## src/rtl/apb4_decoder_n.sv

```systemverilog
// APB4 completer-side decoder: one requester fanned out to NUM_SLAVES completers,
// with default-slave errors and an optional stall watchdog (APB4_DEC_TIMEOUT_EN).
module apb4_decoder_n #(
    parameter int DATA_WIDTH     = 32,
    parameter int ADDR_WIDTH     = 32,
    parameter int NUM_SLAVES     = 4,
    parameter int IDX_LSB        = 12,
    parameter int IDX_W          = 2,
    parameter int TIMEOUT_CYCLES = 16
) (
    input  logic                             PCLK,
    input  logic                             PRESET,
    input  logic                             PSEL,
    input  logic                             PENABLE,
    input  logic [ADDR_WIDTH-1:0]            PADDR,
    output logic [NUM_SLAVES-1:0]            PSEL_S,
    input  logic [NUM_SLAVES*DATA_WIDTH-1:0] PRDATA_S,
    input  logic [NUM_SLAVES-1:0]            PREADY_S,
    input  logic [NUM_SLAVES-1:0]            PSLVERR_S,
    output logic [DATA_WIDTH-1:0]            PRDATA,
    output logic                             PREADY,
    output logic                             PSLVERR,
    output logic [7:0]                       ERR_CNT
);

    // state  | meaning
    // IDLE   | waiting for a SETUP phase (PSEL=1, PENABLE=0)
    // ACCESS | selection latched, waiting for completer ready, error or abort
    localparam logic [0:0] S_IDLE   = 1'b0;
    localparam logic [0:0] S_ACCESS = 1'b1;

    logic [0:0]       state_q, state_d;
    logic [IDX_W-1:0] sel_q, sel_d;
    logic             hit_q, hit_d;
    logic [7:0]       err_q, err_d;

    logic [IDX_W-1:0]      idx;
    logic [31:0]           idx_ext, sel_ext;
    logic                  hit, setup, active, timeout, err_evt;
    logic [DATA_WIDTH-1:0] s_rdata;
    logic                  s_ready, s_err;
    logic                  unused_paddr;

    assign idx          = PADDR[IDX_LSB +: IDX_W];
    assign idx_ext      = 32'(idx);
    assign sel_ext      = 32'(sel_q);
    assign hit          = (idx_ext < 32'(NUM_SLAVES));
    assign setup        = (state_q == S_IDLE) && PSEL && !PENABLE;
    assign active       = (state_q == S_ACCESS) && PSEL;
    assign unused_paddr = ^PADDR;

    always_comb begin
        s_rdata = '0;
        s_ready = 1'b0;
        s_err   = 1'b0;
        for (int i = 0; i < NUM_SLAVES; i++) begin
            if (sel_ext == 32'(i)) begin
                s_rdata = PRDATA_S[i*DATA_WIDTH +: DATA_WIDTH];
                s_ready = PREADY_S[i];
                s_err   = PSLVERR_S[i];
            end
        end
    end

`ifdef APB4_DEC_TIMEOUT_EN
    localparam int TW = $clog2(TIMEOUT_CYCLES);
    logic [TW-1:0] tcnt_q, tcnt_d;

    // A completer that readies in the terminal cycle still wins over the watchdog.
    assign timeout = active && hit_q && !s_ready && (tcnt_q == TW'(TIMEOUT_CYCLES - 1));

    always_comb begin
        tcnt_d = tcnt_q;
        if (setup)
            tcnt_d = '0;
        else if (active && !s_ready)
            tcnt_d = tcnt_q + 1'b1;
    end

    always_ff @(posedge PCLK) begin
        if (PRESET)
            tcnt_q <= '0;
        else
            tcnt_q <= tcnt_d;
    end
`else
    localparam int unused_timeout_cycles = TIMEOUT_CYCLES;
    assign timeout = 1'b0;
`endif

    always_comb begin
        PSEL_S  = '0;
        PRDATA  = '0;
        PREADY  = 1'b0;
        PSLVERR = 1'b0;
        if (setup) begin
            for (int i = 0; i < NUM_SLAVES; i++)
                PSEL_S[i] = hit && (idx_ext == 32'(i));
        end else if (active) begin
            for (int i = 0; i < NUM_SLAVES; i++)
                PSEL_S[i] = hit_q && (sel_ext == 32'(i));
            if (!hit_q || timeout) begin
                PREADY  = 1'b1;
                PSLVERR = 1'b1;
            end else begin
                PREADY  = s_ready;
                PSLVERR = s_err && s_ready;
                PRDATA  = s_rdata;
            end
        end
    end

    assign err_evt = active && (!hit_q || timeout);

    always_comb begin
        state_d = state_q;
        sel_d   = sel_q;
        hit_d   = hit_q;
        err_d   = err_q;
        case (state_q)
            S_IDLE: begin
                if (setup) begin
                    state_d = S_ACCESS;
                    sel_d   = idx;
                    hit_d   = hit;
                end
            end
            default: begin
                if (!PSEL || PREADY)
                    state_d = S_IDLE;
            end
        endcase
        if (err_evt && (err_q != 8'hFF))
            err_d = err_q + 8'd1;
    end

    always_ff @(posedge PCLK) begin
        if (PRESET) begin
            state_q <= S_IDLE;
            sel_q   <= '0;
            hit_q   <= 1'b0;
            err_q   <= '0;
        end else begin
            state_q <= state_d;
            sel_q   <= sel_d;
            hit_q   <= hit_d;
            err_q   <= err_d;
        end
    end

    assign ERR_CNT = err_q;

endmodule
```

## config.mk

```make
export PLATFORM = sky130hd
export DESIGN_NAME = apb4_decoder_n
export DESIGN_NICKNAME = d
export VERILOG_FILES = /design/src/rtl/apb4_decoder_n.sv
export SDC_FILE = /design/constraint.sdc
export NUM_CORES = 1
export LEC_CHECK = 0
export CAP_MARGIN = 10
export CORE_AREA = 2 2 84 86
export CTS_CLUSTER_SIZE = 10
export DETAILED_ROUTE_END_ITERATION = 6
export DIE_AREA = 0 0 86 88
export GPL_TIMING_DRIVEN = 0
export PLACE_DENSITY = 0.89
export REMOVE_ABC_BUFFERS = 1
export SLEW_MARGIN = 30
export SYNTH_ARGS = -nofsm -noshare
export SYNTH_HDL_FRONTEND = slang
export SYNTH_SLANG_ARGS = --single-unit
```

## constraint.sdc

```tcl
create_clock -name PCLK -period 3.1 [get_ports PCLK]
set_clock_uncertainty 0.05 [all_clocks]
set_input_delay 0.31 -clock PCLK [delete_from_list [all_inputs] [get_ports PCLK]]
set_output_delay 0.31 -clock PCLK [all_outputs]
set_load 0.01 [all_outputs]
```

==> results of run 1 <==
==> power breakdown <==
part | total (W) | internal [W] | leakage [nW] | switching [W]
sequential | 0.000169 | 0.000157 | 0.0984 | 0.0000117
clock | 0.000174 | 0.000112 | 0.0288 | 0.0000613
combinational | 0.000300 | 0.000235 | 1.13 | 0.0000646
total | 0.000642 | 0.000505 | 1.26 | 0.000138
==> worst reg2reg max path, cell delays in order, from the launching register on <==
cell and delay [ns]:
dfxtp_4 0.47, buf_12 0.27, mux4_2 0.56, inv_1 0.09, a21oi_1 0.06, nor2_1 0.10
==> layout make-up <==
cell class                      count  share of cell area, %
Multi-Input combinational cell    123                  35.99
Clock buffer                        4                  1.509
Tap cell                           80                  2.744
Timing Repair Buffer              189                  52.62
Sequential cell                    12                  6.724
Inverter                            4                 0.4117
==> worst max path at each step <==
stage / slack (ns) / depth (start not counted) / endpoint
after CTS: 0.46 / 5 / PSEL_S[1]
after global placement: -0.66 / 4 / PREADY
after floorplan: 0.29 / 3 / PREADY
after detailed placement: 0.47 / 5 / PSEL_S[1]
after global routing: 0.31 / 5 / PSEL_S[1]
final: 0.54 / 5 / PSEL_S[1]
==> synth_stat cells <==
| master | n |
|---|---|
| xor2_1 | 2 |
| nand2_1 | 5 |
| nor2_1 | 10 |
| o211ai_1 | 1 |
| o32ai_1 | 2 |
| o21ai_0 | 5 |
| or3_1 | 1 |
| and2_1 | 32 |
| a21oi_1 | 6 |
| mux2i_1 | 3 |
| dfxtp_1 | 12 |
| and3_1 | 2 |
| a211oi_1 | 1 |
| and4b_1 | 1 |
| ha_1 | 1 |
| nor3b_2 | 1 |
| o2111ai_1 | 1 |
| nand4_1 | 2 |
| buf_2 | 4 |
| nand2b_1 | 2 |
| nor3_1 | 1 |
| nand3_1 | 6 |
| inv_1 | 4 |
| mux4_2 | 34 |
| buf_6 | 1 |
| o31ai_1 | 1 |
| or4_1 | 2 |
| clkbuf_1 | 7 |
| and3b_1 | 1 |
| buf_4 | 1 |
==> state kept, by name, indices dropped and copies added (netlist names) <==
| signal | flops |
|---|---|
| ERR_CNT | 8 |
| hit_q | 1 |
| sel_q | 2 |
| state_q | 1 |
==> cell families after synthesis <==
logic type | after synthesis | synth area share, %
compound gates | 17 | 6.366
xor+xnor | 2 | 1.074
fa+ha+maj | 1 | 0.7667
buf+inv | 17 | 4.908
flops | 12 | 14.72
mux | 37 | 48.77
simple gates | 66 | 23.39
==> through the flow <==
step	power, W	hold WS [ns]
5_1_grt	0.0006723	0.4980
3_3_place_gp	0.0004617	0.4502
2_1_floorplan	0.0002635	0.3291
4_1_cts	0.0006491	0.4695
6_report	0.0006424	0.4878
3_5_place_dp	0.0004723	0.4586
==> layer usage <==
| metal | vias up | GRT usage, % | wire length [um] |
|---|---|---|---|
| li1 | 956 | - | - |
| met1 | 995 | 19.20 | 2520 |
| met2 | 101 | 35.80 | 4008 |
| met3 | 11 | 2.922 | 557 |
| met4 | 0 | 5.051 | 140 |
| met5 | - | 0 | 0 |
==> results_dict.tcl, run 1 <==
set metrics [dict create \
    finalNonFillerCells 412 \
    cp-start-kind "input pin" \
    hold_buffers 0 \
    cts_buffers 3 \
    clockBufferDepth 2 \
    setup_viol 0 \
    wl_mm 7.226 \
    synth-seq-area-share_pct 14.72 \
    drcViolationCount 0 \
    status "finished, final reports clean" \
    r2r_slack_ns 1.44 \
    cp_num_buf_inv 2 \
    startpoint "PSEL" \
    grt-ovfl-total 0 \
    tightest_slew_ns 0.5747 \
    irDropWorstVdd_v 0.0001934 \
    crit_chain "clkdlybuf4s50_1 -> and3_2 -> nand3_1 -> o21ai_0 -> clkdlybuf4s50_1" \
    dp_hpwl_mm 6.052 \
    synthCells 152 \
    fin_crit_ns 2.561 \
    post_cts_resized 0 \
    root_buffer "clkbuf_8" \
    synth-seq-cells 12 \
    antenna_found_initial 0 \
    hold_violations 0 \
    whs_path_depth 2 \
    drtPass1Iterations 4 \
    synth_top_area_share_pct 46.93 \
    portBuffers 187 \
    critPathKind "in -> out" \
    start_util_pct 24.56 \
    drtAntennaViolNets 0 \
    clock-sinks 12 \
    path_delay_family "buffers and inverters" \
    wl_per_cell_um 17.54 \
    power.leakage_nw 1.256 \
    die_height_um 88 \
    post-route-cell-area_mm2 0.003647 \
    num_vias 2063 \
    finalSetupTns_ns 0 \
    viasPerCell 5.007 \
    hp-class "reg -> reg" \
    track_usage_pct 17.92 \
    finalWeightedCongestion 0.8243 \
    powerDensity_mw_per_mm2 176.1 \
    synth_area_mm2 0.001632 \
    min_from "ERR_CNT[5]" \
    first_global_vias 2109 \
    drv_cap 0 \
    multi_input_area_mm2 0.001313 \
    final_cell_mix "187 x clkdlybuf4s50_1, 34 x mux4_2, 32 x and2_1" \
    crit_top_cell "clkdlybuf4s50_1" \
    yosysTopAreaCell "mux4_2" \
    ys_top_cells_by_area "mux4_2 47%, dfxtp_1 15%, and2_1 12%, nor2_1 2.3%, a21oi_1 1.8%" \
    drive_gt1_share_pct 13.25 \
    max-slew-margin-rel_pct 61.69 \
    period_share_pct 82.61 \
    crit_path_max_fanout 35 \
    cts.clk_slew.worst_paths_ns 0.05 \
    grt_pass1_wl_mm 10.56 \
    ff2ff_path_depth 5 \
    dp_cells 408 \
    setup_ws_ns 0.5391 \
    fmax_ghz 0.3905 \
    cp.arrival_ns 2.20 \
    avgSynthCellArea_um2 10.73 \
    n_fill_cell 582 \
    final_util_pct 54.90 \
    final_nets 506 \
    worst_hold_path.endpoint "ERR_CNT[5]" \
    reg2reg_from "sel_q[0]" \
    cts_tree "built" \
    core_mm2 0.006644 \
    synth_cell_type_count 30 \
    num_io_pins 218 \
    die_w_um 86 \
    yosysWarnings 0 \
    cpPeakStageDelay_ns 0.58 \
    area_growth_pct 123.5 \
    clock_latency_ns 0.25 \
    grt_start_max_net_pins 36 \
    antennaDiodeCount 0 \
    timing.rr.end "state_q" \
    rsz0062_at_grt "false" \
    detail_route.iter0.violations 49 \
    report.final.slew_viol_count 0 \
    layout_commonest_cell "clkdlybuf4s50_1" \
    placed_cell_area_mm2 0.003592 \
    seq_area_um2 245.2 \
    slowest_stage "clkdlybuf4s50_1" \
    dp_slack_ns 0.4694 \
    dieArea_mm2 0.007568 \
    post_cts_buffers 0 \
    placementRows 30 \
    htree_levels 1 \
    end_kind "output pin" \
    required_ns 2.74 \
]
(Power assumes the default switching activity.)
==> run 2, diff against run 1 <==
CORE_AREA = not set   (was 2 2 84 86)
CORE_MARGIN = 2   (was not set)
CORE_UTILIZATION = 23   (was not set)
DIE_AREA = not set   (was 0 0 86 88)
PLACE_DENSITY = 0.88   (was 0.89)
clock period = 2.2 ns   (was 3.1 ns; I/O delays follow)
==> run 2 against run 1 <==
Net effect:
- critical endpoint unchanged
- non-clock buffer count is 6 higher
- register-to-register slack worse by 0.89 ns
- critical path type is now reg -> out
- total power is 41% higher
- count of clock-buffer cells in the layout stayed put
- global-route usage is 0.14 points higher
- clock power is 36% higher
- routed wire length is 3.6% higher
==> results_dict.tcl, run 2 (synthesis gave the netlist of run 1 again) <==
set metrics [dict create \
    die_height_um 88.23 \
    dp_hpwl_mm 5.975 \
    grt-ovfl-total 0 \
    root_buffer "clkbuf_8" \
    detail_route.iter0.violations 49 \
    core_mm2 0.006832 \
    cts_tree "built" \
    area_growth_pct 129.1 \
    largest_register_ffs 8 \
    cts.clk_slew.worst_paths_ns 0.05 \
    dieArea_mm2 0.007784 \
    clockBufferDepth 2 \
    grt_start_max_net_pins 23 \
    portBuffers 187 \
    grt_pass1_wl_mm 10.85 \
    startpoint "state_q" \
    num_vias 2060 \
    setup_viol 0 \
    drtPass1Iterations 4 \
    first_global_vias 2120 \
    cpPeakStageDelay_ns 0.60 \
    sw_frac_of_total_pct 21.06 \
    track_usage_pct 18.06 \
    fmax_ghz 0.4742 \
    p_clk_share_pct 26.1 \
    wl_per_cell_um 17.22 \
    cp-endpoint "PSEL_S[1]" \
    power_frac_comb_pct 48.4 \
    drcViolationCount 0 \
    antenna_found_initial 0 \
    hp-class "reg -> reg" \
    cp-start-kind "flip-flop" \
    num_io_pins 218 \
    timing.rr.end "ERR_CNT[5]" \
    slowest_stage "clkdlybuf4s50_1" \
    reg2reg_from "state_q" \
    placed_cell_area_mm2 0.003612 \
    antennaDiodeCount 0 \
    p_int_w 0.0007174 \
    hold_violations 0 \
    final_nets 513 \
    status "finished, final reports clean" \
    fin_crit_ns 2.109 \
    seqPwrFrac_pct 25.5 \
    drive_gt1_share_pct 15.04 \
    clock_latency_ns 0.24 \
    max-slew-margin-rel_pct 72.08 \
    cts_buffers 3 \
    final_cell_mix "152 x clkdlybuf4s50_1, 35 x dlygate4sd2_1, 34 x mux4_2" \
    irDropWorstVdd_v 0.0003215 \
    cp.arrival_ns 1.84 \
    finalWeightedCongestion 0.7927 \
    crit_path_max_fanout 7 \
    r2r_slack_ns 0.55 \
    end_kind "output pin" \
    start_util_pct 23.88 \
    critPathKind "reg -> out" \
    n_fill_cell 634 \
    clock-sinks 12 \
    required_ns 1.93 \
    switchingPower_w 0.0001913 \
    drv_cap 0 \
    rsz0062_at_grt "false" \
    power.leakage_nw 1.470 \
    dp_cells 424 \
    drtAntennaViolNets 0 \
    finalNonFillerCells 435 \
    ff2ff_path_depth 4 \
    tightest_slew_ns 0.4175 \
    placementRows 30 \
    crit_chain "and3_4 -> nand3_1 -> o21ai_0 -> clkdlybuf4s50_1" \
    powerDensity_mw_per_mm2 243.1 \
    post-route-cell-area_mm2 0.003739 \
    period_share_pct 95.86 \
    hold_buffers 0 \
    die_w_um 88.23 \
    htree_levels 1 \
    wl_mm 7.489 \
    layout_commonest_cell "clkdlybuf4s50_1" \
    viasPerCell 4.736 \
    report.final.slew_viol_count 0 \
]
[run 2: cell types whose count changed in the layout (fill, tap and decap cells not counted), moves of 2 or more]
cell,previous run,this run
buf_12,1,5
buf_4,0,2
clkdlybuf4s50_1,187,152
dlygate4sd2_1,0,35
[run 2: critical path: cells and delay by family, from the launching register on]
kind | cells | cell delay, ns
compound gates | 1 | 0.08
simple gates | 2 | 0.39
flops | 1 | 0.52
buf+inv | 1 | 0.60
[run 2: per-layer routing]
layer / routed length, um / track usage, %
met1: 2695 / 20.48
met2: 4005 / 34.18
met3: 676 / 4.011
met4: 112 / 4.408
met5: 0 / 0
[run 2: power by group through the flow]
stage          Clock (W)  Sequential [W]  Combinational [W]
3_5_place_dp           0        0.000247           0.000418
4_1_cts         0.000243        0.000231           0.000444
3_3_place_gp           0        0.000260           0.000390
5_1_grt         0.000252        0.000232           0.000466
2_1_floorplan          0        0.000252           0.000120
6_report        0.000237        0.000232           0.000440
[run 2: per-stage QoR]
step / hold slack (ns) / util [%] / total power [W] / worst slack [ns] / setup TNS, ns
final: 0.4834 / 54.73 / 0.0009087 / 0.09119 / 0
after floorplan: 0.2391 / - / 0.0003713 / -0.5181 / -17.85
after detailed placement: 0.4585 / 52.88 / 0.0006655 / -0.2675 / -6.808
after global routing: 0.5141 / 54.73 / 0.0009507 / 0.01058 / 0
after CTS: 0.4768 / 54.73 / 0.0009179 / 0.09157 / 0
after global placement: 0.4493 / 52.09 / 0.0006501 / -1.457 / -53.33
[run 2: timing repair]
action	in CTS	in global routing
gates resized for setup	38	0
setup buffers	6	0
endpoints found under the hold margin	0	0
setup endpoints to repair	38	0
[run 2: worst min-delay path by stage]
stage | startpoint | to | slack [ns] | depth (start not counted)
after floorplan | PRESET | ERR_CNT[3] | 0.24 | 1
after global placement | ERR_CNT[5] | ERR_CNT[5] | 0.45 | 2
after detailed placement | ERR_CNT[5] | ERR_CNT[5] | 0.46 | 2
after CTS | ERR_CNT[5] | ERR_CNT[5] | 0.48 | 2
after global routing | ERR_CNT[5] | ERR_CNT[5] | 0.51 | 2
final | ERR_CNT[5] | ERR_CNT[5] | 0.48 | 2
[run 2: final cells by class]
type                       instances  area, um2  area share, %
timing repair buffer             195       1971          52.71
tap                               96      120.1          3.213
sequential                        12      247.7          6.627
multi-input combinational        124       1330          35.58
inverter                           4      15.01         0.4016
clock buffer                       4      55.05          1.473
